==> src/rtl/cayde_fetch_unit.sv <==
// Instruction fetch: throttled requests, redirect flush and an in-order instruction buffer.
// Define CAYDE_FETCH_PERF_EN to add the perf_fetched pop counter output.
module cayde_fetch_unit #(
    parameter int              PC_W     = 9,
    parameter logic [PC_W-1:0] RESET_PC = '0,
    parameter int              DEPTH    = 2
) (
    input  logic            clk,
    input  logic            rst,
    output logic            imem_req,
    output logic [PC_W-1:0] imem_addr,
    input  logic            imem_gnt,
    input  logic            imem_rvalid,
    input  logic [31:0]     imem_rdata,
    input  logic            redirect_valid,
    input  logic [PC_W-1:0] redirect_pc,
    output logic            instr_valid,
    input  logic            instr_ready,
    output logic [31:0]     instr,
    output logic [PC_W-1:0] instr_pc
`ifdef CAYDE_FETCH_PERF_EN
    ,
    output logic [31:0]     perf_fetched
`endif
);

    localparam int AW = (DEPTH > 2) ? 2 : 1;
    localparam int CW = AW + 1;

    typedef enum logic {RUN, FLUSH} state_t;

    state_t            state_q, state_d;
    logic [PC_W-1:0]   pc_q, pc_d;
    logic [PC_W-1:0]   rsp_pc_q, rsp_pc_d;
    logic [AW-1:0]     head_q, head_d;
    logic [AW-1:0]     tail_q, tail_d;
    logic [CW-1:0]     count_q, count_d;
    logic [CW-1:0]     outst_q, outst_d;
    logic [CW-1:0]     disc_q, disc_d;
    logic [CW:0]       inflight;
    logic              grant;
    logic              push;
    logic              pop;
    logic [PC_W-1:0]   target;

    logic [31:0]       buf_data [DEPTH];
    logic [PC_W-1:0]   buf_pc   [DEPTH];

    assign inflight    = {1'b0, outst_q} + {1'b0, count_q};
    assign imem_req    = ~rst && (state_q == RUN) && (inflight < (CW+1)'(DEPTH));
    assign imem_addr   = pc_q;
    assign grant       = imem_req & imem_gnt;
    assign instr_valid = (count_q != '0);
    assign push        = imem_rvalid & (state_q == RUN) & ~redirect_valid;
    assign pop         = instr_valid & instr_ready & ~redirect_valid;
    assign target      = redirect_pc & ~PC_W'(3);
    assign instr       = instr_valid ? buf_data[head_q] : '0;
    assign instr_pc    = instr_valid ? buf_pc[head_q] : '0;

    // Outstanding responses in RUN belong to consecutive addresses from rsp_pc.
    always_comb begin
        state_d  = state_q;
        pc_d     = pc_q;
        rsp_pc_d = rsp_pc_q;
        head_d   = head_q;
        tail_d   = tail_q;
        disc_d   = disc_q;
        outst_d  = outst_q + CW'(grant) - CW'(imem_rvalid);
        count_d  = count_q + CW'(push) - CW'(pop);
        if (grant) pc_d = pc_q + PC_W'(4);
        if (push) begin
            tail_d   = tail_q + AW'(1);
            rsp_pc_d = rsp_pc_q + PC_W'(4);
        end
        if (pop) head_d = head_q + AW'(1);
        if (state_q == FLUSH && imem_rvalid) disc_d = disc_q - CW'(1);
        if (state_q == FLUSH && disc_d == '0) state_d = RUN;
        if (redirect_valid) begin
            pc_d     = target;
            rsp_pc_d = target;
            head_d   = '0;
            tail_d   = '0;
            count_d  = '0;
            disc_d   = outst_d;
            state_d  = (outst_d != '0) ? FLUSH : RUN;
        end
    end

    always_ff @(posedge clk or posedge rst) begin
        if (rst) begin
            state_q  <= RUN;
            pc_q     <= RESET_PC;
            rsp_pc_q <= RESET_PC;
            head_q   <= '0;
            tail_q   <= '0;
            count_q  <= '0;
            outst_q  <= '0;
            disc_q   <= '0;
        end else begin
            state_q  <= state_d;
            pc_q     <= pc_d;
            rsp_pc_q <= rsp_pc_d;
            head_q   <= head_d;
            tail_q   <= tail_d;
            count_q  <= count_d;
            outst_q  <= outst_d;
            disc_q   <= disc_d;
        end
    end

    always_ff @(posedge clk) begin
        if (push) begin
            buf_data[tail_q] <= imem_rdata;
            buf_pc[tail_q]   <= rsp_pc_q;
        end
    end

`ifdef CAYDE_FETCH_PERF_EN
    always_ff @(posedge clk or posedge rst) begin
        if (rst) perf_fetched <= '0;
        else if (pop) perf_fetched <= perf_fetched + 32'd1;
    end
`endif

endmodule
==> config.mk <==
export PLATFORM = sky130hd
export DESIGN_NAME = cayde_fetch_unit
export DESIGN_NICKNAME = d
export VERILOG_FILES = /design/src/rtl/cayde_fetch_unit.sv
export SDC_FILE = /design/constraint.sdc
export NUM_CORES = 1
export LEC_CHECK = 0
export BUFFER_PORTS_ARGS = -buffer_cell sky130_fd_sc_hd__buf_2
export CAP_MARGIN = 25
export CELL_PAD_IN_SITES_DETAIL_PLACEMENT = 2
export CELL_PAD_IN_SITES_GLOBAL_PLACEMENT = 2
export CORE_UTILIZATION = 36
export CTS_CLUSTER_SIZE = 20
export DETAILED_ROUTE_END_ITERATION = 12
export HOLD_SLACK_MARGIN = 0.08
export PLACE_DENSITY = 0.77
export SLEW_MARGIN = 20
export SYNTH_ARGS = -nofsm -noshare
export SYNTH_HDL_FRONTEND = slang
export SYNTH_SLANG_ARGS = --single-unit
==> constraint.sdc <==
create_clock -name clk -period 4.46 [get_ports clk]
set_clock_uncertainty 0.15 [all_clocks]
set_input_delay 0.223 -clock clk [delete_from_list [all_inputs] [get_ports clk]]
set_output_delay 0.223 -clock clk [all_outputs]
set_load 0.02 [all_outputs]
# --- Word level (Yosys, flattened, before mapping) ---
# Memory sizes are Yosys's and may differ from the RTL's.
# Index checks and enable logic that the tools add are counted.
op_classes:
  addsub: 10
  n_lt_le_gt_ge: 1
  mux: 18
  bitwise_logic: 8
  n_reduce_logical: 11
ops:
  columns: ["operator", "count"]
  rows:
  - ["two-way mux 9 bit", 5]
  - ["two-way mux 32 bit", 1]
  - ["adder 9 x 3 -> 9 bit, second input constant", 2]
  - ["nonzero test 2 bit", 6]
  - ["two-way mux 1 bit", 9]
  - ["two-way mux 2 bit", 3]
  - ["bitwise AND 1 bit", 5]
  - ["adder 2 x 1 -> 2 bit", 2]
  - ["logical AND 1 bit", 4]
  - ["subtractor 2 x 1 -> 2 bit", 2]
  - ["adder 2 x 2 -> 3 bit", 1]
  - ["less-than comparator 3 x 2 -> 1 bit, second input constant", 1]
  - ["NOT 1 bit", 3]
  - ["adder 1 bit, second input constant", 2]
  - ["zero test 2 bit", 1]
  - ["subtractor 2 x 1 -> 2 bit, second input constant", 1]
totals:
  register_bits: 27
  mem_bits_rw: 82
  out_inout_bits: 52
  elab_cells: 58
  n_memories: 2
mem_list:
  columns: ["name", "depth", "word_bits", "read_ports", "rd_clocked_by_memory_dff", "write_ports", "line_no", "rtl"]
  rows:
  - ["buf_data", 2, 32, 1, 0, 1, "46", "logic [31:0] buf_data [DEPTH];"]
  - ["buf_pc", 2, 9, 1, 0, 1, "47", "logic [PC_W-1:0] buf_pc [DEPTH];"]

# --- Depth between registers and ports, before layout ---
# Gate-level depths: netlist (run 1).
logic_depth:
  word_depth: 9
  depth_mapped: 12
  mapped_depth_nobuf: 11

# --- Worst setup path before layout (run 1) ---
# No wires, ideal clock.
synth_timing:
  path_kind: "reg2reg"
  startpoint: "register state_q"
  endpoint: "memory buf_data[0][0] (enable)"
  setup_ns: 0.435
  t_arrival_ns: 2.559
  setup_slack_ns: 1.315
  stages_incl_launch_ff: 5
  path_buffers: 1
  synth_period_minus_slack_ns: 3.145
  cell_sequence: "dfrtp_1 and2b_2 clkbuf_1 nand2_1 nor2_1"
synth_between:
  elab_chain_len: 5
synth_lines:
  columns: ["element", "line_no", "rtl"]
  rows:
  - ["start, declared", "32", "state_t state_q, state_d;"]
  - ["start signal, assigned", "100", "state_q <= state_d;"]
  - ["NOT 1 bit", "54", "assign push = imem_rvalid & (state_q == RUN) & ~redirect_valid;"]
  - ["bitwise AND 1 bit (2 in series)", "54", null]
  - ["two-way mux 1 bit", "112", "if (push) begin"]
  - ["two-way mux 1 bit (implied by the code)", "113", "buf_data[tail_q] <= imem_rdata;"]
  - ["end, declared", "46", null]
# No other way between the ends.

# --- Worst setup path after layout (run 1) ---
layout_timing:
  startpoint: "register count_q[0]"
  endpoint: "register state_q"
layout_between:
  elab_chain_len: 9
layout_lines:
  columns: ["element", "line_no", "rtl"]
  rows:
  - ["start, declared", "37", "logic [CW-1:0] count_q, count_d;"]
  - ["start signal, assigned", "105", "count_q <= count_d;"]
  - ["adder 2 x 2 -> 3 bit", "49", "assign inflight = {1'b0, outst_q} + {1'b0, count_q};"]
  - ["less-than comparator 3 x 2 -> 1 bit", "50", "assign imem_req = ~rst && (state_q == RUN) && (inflight < (CW+1)'(DEPTH));"]
  - ["logical AND 1 bit", "50", null]
  - ["bitwise AND 1 bit", "52", "assign grant = imem_req & imem_gnt;"]
  - ["adder 2 x 1 -> 2 bit", "68", "outst_d = outst_q + CW'(grant) - CW'(imem_rvalid);"]
  - ["subtractor 2 x 1 -> 2 bit", "68", null]
  - ["named net outst_d[1]", "38", "logic [CW-1:0] outst_q, outst_d;"]
  - ["nonzero test 2 bit", "85", "state_d = (outst_d != '0) ? FLUSH : RUN;"]
  - ["two-way mux 1 bit", "85", null]
  - ["two-way mux 1 bit", "78", "if (redirect_valid) begin"]
# The timed path passes the listed nets, and every way through them passes these cells.
# A chain may end at the register's enable or synchronous reset.

==> results by group, run 1 <==
Clock tree
  • Cts bufs inserted: 9
  • Resized Gates After CTS: 0
  • CTS tree: built
  • CTS Sinks: 101
  • Clk_lat worst skew: 0.34 ns
  • H-tree Lvls: 3
  • Worst-path clk slew: 0.07 ns
  • Root Driver: clkbuf_16
  • Clock buffer depth: 2
  • Postcts setup bufs: 0

Job
  • Max Cap Viol: 0

Routing
  • Wirelength per Cell: 19.6 um
  • Routed Antenna Nets: 0
  • Met3 Wirelength: 481 um
  • Via density: 5.01
  • DRT Wirelength: 11.4 mm
  • Routed wl met2: 5.97 mm
  • Vias: 2915
  • Detailed Routing Iterations Pass 1: 4
  • Met1 wire length: 4.76 mm
  • Residual DRC: 0
  • DR iter-0 viols: 87
  • Max Used Layer: met4

Yosys
  • Top cells by count, synth: edfxtp_1, nor2_1, mux2i_1
  • Distinct cells, synth: 37
  • YS warnings: 0
  • Most common cell in the netlist: edfxtp_1
  • Top cells by area, synth: edfxtp_1, dfrtp_1, mux2i_1
  • Synth area leader: edfxtp_1
  • Gate Count Post-Synth: 307
  • Post-Syn Area: 4240 um^2
  • Most used DFF post-synth: edfxtp_1
  • Seq/Total Area, Yosys: 68.9%
  • EDFF count, synth: 78
  • Ys async rst share: 22.8%
  • Share of the synthesized area in the top cell type: 55.3%
  • Syn_area_per_cell: 13.8 um^2
  • Flops & latches, synth: 101

Critical path
  • CP arrival: 3.21 ns
  • CP Capture Type: register
  • Setup crit start kind: register
  • Worst Path Max Fanout: 14
  • CP Class: register to register
  • Req. time, crit path: 4.52 ns

Power and ir drop
  • Pwr dens: 498 nW/um^2
  • Total power: 2.74 mW
  • Peak supply drop: 205 uV
  • Pleak: 2.17 nW

Cells and area
  • Reg area: 2920 um^2
  • Layout cells sized above 1: 26.7%
  • Antenna diode count: 0
  • Final core utilization: 47.9%
  • Area Growth Syn to Fin: 29.7%
  • Fillers: 1144
  • Non-Filler Instances: 582
  • Multi-input gate area: 1220 um^2
  • Final net count: 489
  • Final Cell Area: 5500 um^2

STA
  • RSZ-0062 raised after global routing: no
  • WHS: 0.101 ns
  • Max-slew violations: 0
  • Highest clock rate: 317 MHz
  • Setup ws final: 1.31 ns
  • Final setup vio count: 0
  • Final hold vios: 0
  • Rel. slew slack: 34.9%
  • Tmin final: 3.15 ns
  • Worst slew pin tran: 0.977 ns
  • Total Negative Setup Slacks: 0 ns
  • Final Cycle Share: 70.6%

Die
  • Die area: 12200 um^2
  • Core ar.: 11500 um^2
  • Die Span Y: 110 um
  • Boundary Pins: 99
  • Initial core utilization: 36.9%
  • Die span in x: 110 um
  • Std cell rows: 39

GRT
  • Gr ovfl total: 0
  • Largest net degree at the start of global routing: 41
  • Vias in the first global route: 3218
  • First-pass GRT wire length: 18.2 mm
  • Antenna violations before repair: 0
  • Gr usage total: 19.5%

Placement
  • Place WS: 1.32 ns
  • Gpl congestion: 0.736
  • Area after DPL: 4820 um^2
  • DP Cell Count: 528
  • IO Port Bufs: 92
  • Detailed Place HPWL: 7.10 mm

Worst hold path
  • Hold Crit Class: input pin to register

Status
  • Outcome: finished, final reports clean
layout by cell type, fill, tap and decap left out, drive strengths merged, types with 9 or more instances in the layout:
cell type	count
inv	10
dfrtp	23
buf	95
dlygate4sd3	38
mux2i	40
nor2	55
clkbuf	9
nand2	9
o21ai	14
edfxtp	78
worst max-delay path, stage by stage, from the launching register on:
cell     delay (ns)
dfrtp_1        0.44
and2_1         0.18
fa_1           0.43
or4_4          0.59
inv_1          0.13
nand2_1        0.07
ha_1           0.27
inv_1          0.06
ha_1           0.15
xor3_1         0.27
o21ai_0        0.16
o21ai_0        0.10
kinds of logic (layout without fill, tap and decap cells):
logic type                 after synthesis  after routing  synth area share [%]
DFF                                    101            101                  68.9
buffers and inverters                   28            157                  3.07
adders and majority gates                7              7                  2.24
AOI/OAI and AO/OA                       31             31                  4.28
muxes                                   40             40                  9.45
xor gates and xnor gates                 9              9                  2.21
other                                    1              4                0.0885
and+or+nand+nor                         90             90                  9.78
layer usage:
metal / track usage, % / up-vias
met5: 0 / -
met4: 6.58 / 0
met3: 4.23 / 17
met2: 34.5 / 75
met1: 23.6 / 1464
li1: - / 1359
state kept, by name, indices dropped and copies added, names as in the netlist:
register and cells:
buf_data 64, buf_pc 14, count_q 2, disc_q 2, head_q 1, imem_addr 7, outst_q 2, rsp_pc_q 7
state_q 1, tail_q 1
layout make-up:
| class | instances | share of cell area (%) |
|---|---|---|
| clock buffers | 9 | 4.10 |
| clock inverters | 6 | 0.728 |
| inverters | 9 | 0.615 |
| multi-input cells | 181 | 22.1 |
| flip-flops and latches | 101 | 53.1 |
| well taps | 143 | 3.26 |
| repair buffers | 133 | 16.1 |
where the power goes:
group | leakage [nW] | switching (mW) | internal, mW
registers | 0.975 | 0.103 | 1.14
clock network | 0.131 | 0.344 | 0.375
logic | 1.07 | 0.487 | 0.293
total | 2.17 | 0.934 | 1.81
timing repair:
| action | 4_1_cts | 5_1_grt |
|---|---|---|
| hold buffers | 38 | 0 |
| hold endpoints to repair | 95 | 0 |
| endpoints found under the setup margin | 0 | 0 |
path summary, 6_finish.rpt:
kind,from,endpoint,slack [ns],cells after the start
worst max-delay path,count_q[0],state_q,1.31,11
worst min-delay path,redirect_pc[6],rsp_pc_q[6],0.10,3
worst max register to register,count_q[0],state_q,1.31,11
worst min register to register,rsp_pc_q[8],buf_pc[1][8],0.35,0
max in group asynchronous,rst,imem_addr[2],3.45,4
min in group asynchronous,rst,disc_q[1],0.28,3
No activity file was read; power rests on OpenSTA's default activity.
==> inputs of run 2 (changes only) <==
clock period = 3.3 ns   (was 4.46 ns; I/O delays follow)
==> run 2 against run 1 <==
Against the previous run: non-clock buffer count rose by 6; largest cell class unchanged; sequential cell count unchanged; largest power group unchanged; critical endpoint unchanged; highest routed layer unchanged; critical path type unchanged; global-route usage fell by 0.38 points.
==> results by group, run 2 (synthesis results as in run 1) <==
Placement
  • IO Port Bufs: 92 (unchanged)
  • Gpl congestion: 0.763 (+3.6%)
  • Detailed Place HPWL: 7.00 mm (-1.3%)
  • Area after DPL: 4870 um^2 (+0.93%)
  • DP Cell Count: 529 (+0.19%)

Clock tree
  • Clk_lat worst skew: 0.35 ns (about the same)
  • Worst-path clk slew: 0.07 ns (about the same)
  • H-tree Lvls: 3 (unchanged)
  • Postcts setup bufs: 0 (unchanged)
  • CTS Sinks: 101 (unchanged)
  • Cts bufs inserted: 9 (unchanged)
  • CTS tree: built
  • Root Driver: clkbuf_16
  • Clock buffer depth: 2 (unchanged)

Routing
  • DRT Wirelength: 11.0 mm (-3.3%)
  • Detailed Routing Iterations Pass 1: 4 (unchanged)
  • Residual DRC: 0 (unchanged)
  • Wirelength per Cell: 18.7 um (-4.3%)
  • Via density: 4.99 (-0.34%)
  • Vias: 2935 (+0.69%)
  • Routed Antenna Nets: 0 (unchanged)
  • DR iter-0 viols: 134 (+54%)

GRT
  • Vias in the first global route: 3263 (+1.4%)
  • Antenna violations before repair: 0 (unchanged)
  • Gr usage total: 19.2% (-0.38 points)
  • First-pass GRT wire length: 18.0 mm (-1.1%)
  • Largest net degree at the start of global routing: 41 (unchanged)
  • Gr ovfl total: 0 (unchanged)

Die
  • Std cell rows: 39 (unchanged)
  • Initial core utilization: 36.9% (unchanged)
  • Boundary Pins: 99 (unchanged)
  • Die span in x: 110 um (unchanged)
  • Die area: 12200 um^2 (unchanged)
  • Die Span Y: 110 um (unchanged)
  • Core ar.: 11500 um^2 (unchanged)

Cells and area
  • Reg area: 2920 um^2 (unchanged)
  • Multi-input gate area: 1220 um^2 (unchanged)
  • Final core utilization: 48.9% (+0.95 points)
  • Fillers: 1116 (-2.4%)
  • Final net count: 495 (+1.2%)
  • Final Cell Area: 5610 um^2 (+2.0%)
  • Layout cells sized above 1: 26.3% (-0.36 points)
  • Area Growth Syn to Fin: 32.3%
  • Biggest regs: buf_data: 64 flops, buf_pc: 14 flops
  • Non-Filler Instances: 588 (+1.0%)
  • Most frequent cells in the layout: buf_2, edfxtp_1, nor2_1
  • Max reg flops: 64 (unchanged)
  • Most common cell after layout, fill and taps aside: buf_2
  • Antenna diode count: 0 (unchanged)
  • Most flops, register: buf_data

STA
  • Final Cycle Share: 93.4% (+23 points)
  • Worst slew pin tran: 0.684 ns (-0.293 ns)
  • Rel. slew slack: 54.4% (+19 points)
  • Final setup vio count: 0 (unchanged)
  • Final hold vios: 0 (unchanged)
  • Highest clock rate: 324 MHz (+2.1%)
  • Max-slew violations: 0 (unchanged)
  • Total Negative Setup Slacks: 0 ns (unchanged)
  • RSZ-0062 raised after global routing: no
  • Tmin final: 3.08 ns (-0.0661 ns)

Power and ir drop
  • Pleak: 2.22 nW (+2.0%)
  • Pwr dens: 677 nW/um^2 (+36%)
  • Peak supply drop: 293 uV (+43%)

Job
  • Max Cap Viol: 0 (unchanged)

Critical path
  • Req. time, crit path: 3.37 ns (-1.15 ns)
  • Setup crit start kind: register
  • CP Capture Type: register
  • CP arrival: 3.15 ns (-0.06 ns)
  • CP Class: register to register
  • Worst Path Max Fanout: 14 (unchanged)

Status
  • Outcome: finished, final reports clean

Worst hold path
  • Hold Crit Class: input pin to register
## run 2: worst max-delay path: stages (launching register included)
cell,delay [ns]
dfrtp_1,0.43
and2_1,0.17
fa_1,0.44
or4_4,0.52
inv_1,0.14
nand2_1,0.07
ha_1,0.27
inv_1,0.06
ha_1,0.14
xor3_1,0.26
o21ai_0,0.19
o21ai_0,0.12
## run 2: per-stage QoR
| stage | hold WS [ns] | total power [mW] | worst slack, ns |
|---|---|---|---|
| finish | 0.105 | 3.80 | 0.216 |
| global route | 0.137 | 4.00 | 0.000848 |
| CTS | 0.105 | 3.82 | 0.0964 |
| detailed placement | 0.208 | 2.73 | 0.119 |
| global placement | 0.204 | 2.67 | 0.296 |
| floorplan | 0.0169 | 2.36 | 0.155 |
## run 2: report_power, final
part           leakage [nW]  switching, mW  internal, mW
registers             0.975          0.127          1.54
clock network         0.140          0.452         0.580
logic                  1.10          0.669         0.431
total                  2.22           1.25          2.55
## run 2: layout make-up
type,count,share of cell area [%]
Multi-Input combinational cell,181,21.7
Tap cell,143,3.19
Timing Repair Buffer,139,17.4
Clock inverter,5,0.937
Clock buffer,10,4.08
Inverter,9,0.603
Sequential cell,101,52.1
## run 2: worst paths after layout
path / startpoint / to / slack [ns] / cells after the start
min in group asynchronous: rst / imem_addr[3] / 0.22 / 3
min reg2reg: rsp_pc_q[8] / buf_pc[1][8] / 0.35 / 0
max in group asynchronous: rst / rsp_pc_q[8] / 2.33 / 4
min: instr_ready / head_q / 0.10 / 4
max: count_q[0] / state_q / 0.22 / 11
max reg2reg: count_q[0] / state_q / 0.22 / 11
## run 2: what timing repair did
action                                  CTS  global route
endpoints found under the setup margin    0             1
hold buffers                             42             0
endpoints found under the hold margin   103             0
resized for setup                         0             0
## run 2: layer usage
layer  track usage [%]  vias up  routed length [um]
li1                  -     1365                   -
met1              23.9     1479                4790
met2              33.5       78                5670
met3              3.73       13                 418
met4              5.87        0                 133
met5                 0        -                   0
==> inputs of run 3 (changes only) <==
CORE_UTILIZATION = 39   (was 36)
PLACE_DENSITY = 0.83   (was 0.77)
clock period = 3.65 ns   (was 3.3 ns; I/O delays follow)
==> run 3 against run 2 <==
Against the previous run: largest cell class unchanged; sequential share of layout area rose by 1.6 points; clock power decreased by 30%; cell count down 1.5%; critical path depth unchanged; worst hold slack improved by 0.0015 ns; total power is 15% lower; sequential power fell by 8%; highest routed layer unchanged; count of clock-buffer cells in the layout is 1 higher; non-clock buffer count is 3 lower.
==> results by group, run 3 (synthesis results as in run 1) <==
Cells and area
  • Antenna diode count: 0 (unchanged)
  • Max reg flops: 64 (unchanged)
  • Final net count: 492 (-0.61%)
  • Area Growth Syn to Fin: 28.4%
  • Biggest regs: buf_data: 64 flops, buf_pc: 14 flops
  • Most frequent cells in the layout: buf_2, edfxtp_1, nor2_1
  • Non-Filler Instances: 579 (-1.5%)
  • Most flops, register: buf_data
  • Most common cell after layout, fill and taps aside: buf_2
  • Layout cells sized above 1: 26.0% (-0.33 points)

GRT
  • Antenna violations before repair: 0 (unchanged)
  • First-pass GRT wire length: 19.0 mm (+6.0%)
  • Gr busiest metal: met2
  • Gr ovfl total: 0 (unchanged)
  • Largest net degree at the start of global routing: 41 (unchanged)
  • M2 GR Usage: 41.5% (+8.0 points)
  • Vias in the first global route: 3266 (+0.092%)
  • Met1 usage: 28.3% (+4.4 points)
  • Met3 GRT Util: 4.11% (+0.38 points)
  • Gr usage total: 23.0% (+3.8 points)

Placement
  • Detailed Place HPWL: 7.29 mm (+4.1%)
  • IO Port Bufs: 92 (unchanged)
  • DP Cell Count: 521 (-1.5%)
  • Gpl congestion: 0.713 (-6.5%)

Die
  • Die span in x: 106 um (-3.9%)
  • Std cell rows: 37 (-5.1%)
  • Core ar.: 10400 um^2 (-9.2%)
  • Initial core utilization: 40.7% (+3.7 points)
  • Die area: 11300 um^2 (-7.6%)
  • Boundary Pins: 99 (unchanged)
  • Die Span Y: 106 um (-3.9%)

Critical path
  • CP peak stage delay: 0.59 ns (+0.07 ns)
  • CP arrival: 3.23 ns (+0.08 ns)
  • CP max-delay cell: or4_4
  • Worst-path cell chain: and2_1 -> fa_1 -> or4_4 -> inv_1 -> nand2_1 -> ha_1 -> inv_1 -> ha_1 -> xor3_1 -> o21ai_0 -> o21ai_0
  • Setup crit start kind: register
  • Worst r2r src: count_q[0]
  • FF-to-FF End: state_q
  • Req. time, crit path: 3.74 ns (+0.37 ns)
  • Worst Path Max Fanout: 14 (unchanged)
  • R2R Setup Slk: 0.51 ns (+0.29 ns)
  • CP Class: register to register
  • CP Capture Type: register
  • Worst r2r path cells: 11 (unchanged)

STA
  • Final hold vios: 0 (unchanged)
  • Worst slew pin tran: 1.01 ns (+0.329 ns)
  • RSZ-0062 raised after global routing: no
  • Total Negative Setup Slacks: 0 ns (unchanged)
  • Max-slew violations: 0 (unchanged)
  • Rel. slew slack: 32.3% (-22 points)
  • Tmin final: 3.14 ns (+0.0592 ns)
  • Final setup vio count: 0 (unchanged)
  • Final Cycle Share: 86.1% (-7.3 points)
  • Highest clock rate: 318 MHz (-1.9%)

Power and ir drop
  • Pleak: 2.14 nW (-3.5%)
  • Part of the power in registers: 47.1% (+3.3 points)
  • Peak supply drop: 261 uV (-11%)
  • Sw power: 1.15 mW (-7.9%)
  • Gate power share: 30.6% (+1.6 points)
  • Clock power share: 22.3% (-4.9 points)
  • Sw frac: 35.7% (+2.8 points)
  • Internal Power: 2.07 mW (-19%)
  • Pwr dens: 592 nW/um^2 (-13%)

Clock tree
  • Clk_lat worst skew: 0.36 ns (about the same)
  • Clock buffer depth: 2 (unchanged)
  • Postcts setup bufs: 0 (unchanged)
  • Root Driver: clkbuf_8
  • CTS tree: built
  • Cts bufs inserted: 9 (unchanged)
  • CTS Sinks: 101 (unchanged)
  • Worst-path clk slew: 0.10 ns (+0.03 ns)
  • H-tree Lvls: 3 (unchanged)

Routing
  • DRT Wirelength: 12.5 mm (+14%)
  • Routed Antenna Nets: 0 (unchanged)
  • DR iter-0 viols: 85 (-37%)
  • Residual DRC: 0 (unchanged)
  • Detailed Routing Iterations Pass 1: 4 (unchanged)
  • Via density: 5.15 (+3.1%)
  • Wirelength per Cell: 21.6 um (+15%)
  • Vias: 2980 (+1.5%)

Worst hold path
  • Worst hold start: redirect_pc[7]
  • Hold Crit Class: input pin to register
  • Hold depth: 3 (-1)
  • Hold EP: rsp_pc_q[7]

Status
  • Outcome: finished, final reports clean

Job
  • Max Cap Viol: 0 (unchanged)
-- run 3: critical path, delay by kind of cell, from the launching register on --
kind | cells | cell delay [ns]
and+or+nand+nor | 3 | 0.84
adders and majority gates | 3 | 0.85
AOI/OAI and AO/OA | 2 | 0.24
xor gates and xnor gates | 1 | 0.27
DFF | 1 | 0.45
buffers and inverters | 2 | 0.21
-- run 3: worst max-delay path by stage --
stage                           to  startpoint  depth (start not counted)  slack [ns]
global placement           state_q  count_q[0]                         11        0.64
finish                     state_q  count_q[0]                         11        0.51
detailed placement         state_q  count_q[0]                         11        0.52
global route               state_q  count_q[0]                         11        0.36
CTS                        state_q  count_q[0]                         11        0.49
floorplan           buf_data[0][0]     state_q                          4        0.51
-- run 3: power by group through the flow --
stage	sequential, mW	combinational [mW]	clock, mW
floorplan	1.49	0.644	0
global placement	1.52	0.872	0
detailed placement	1.54	0.927	0
CTS	1.51	0.980	0.713
global route	1.53	1.06	0.769
finish	1.52	0.985	0.717
-- run 3: cell type report --
| type | instances | area [um^2] |
|---|---|---|
| fill | 1027 | 4980 |
| clock inverter | 5 | 53.8 |
| sequential | 101 | 2920 |
| inverter | 9 | 33.8 |
| tap | 136 | 170 |
| timing repair buffer | 136 | 913 |
| multi-input combinational | 181 | 1220 |
| clock buffer | 11 | 131 |
-- run 3: timing repair --
item                                   in CTS  in global routing
endpoints found under the hold margin     100                  0
gates resized for setup                     0                  0
setup endpoints to repair                   0                  0
hold buffers                               41                  0
-- run 3: stage by stage --
| step | cell area (um^2) | utilization (%) | power (mW) | hold WS (ns) | worst slack (ns) |
|---|---|---|---|---|---|
| 2_1_floorplan | 4250 | - | 2.13 | 0.0344 | 0.505 |
| 3_3_place_gp | 4810 | 46.2 | 2.39 | 0.221 | 0.640 |
| 3_5_place_dp | 4810 | 46.2 | 2.46 | 0.229 | 0.524 |
| 4_1_cts | 5410 | 51.9 | 3.20 | 0.0812 | 0.494 |
| 5_1_grt | 5440 | 52.2 | 3.36 | 0.125 | 0.363 |
| 6_report | 5440 | 52.2 | 3.22 | 0.106 | 0.507 |
-- run 3: routing by layer --
| layer | vias up | routed length [um] | part of all wire (%) |
|---|---|---|---|
| met2 | 82 | 6540 | 52 |
| met5 | - | 0 | 0 |
| met4 | 0 | 174 | 1.4 |
| met1 | 1511 | 5280 | 42 |
| met3 | 19 | 501 | 4.0 |
| li1 | 1368 | - | - |
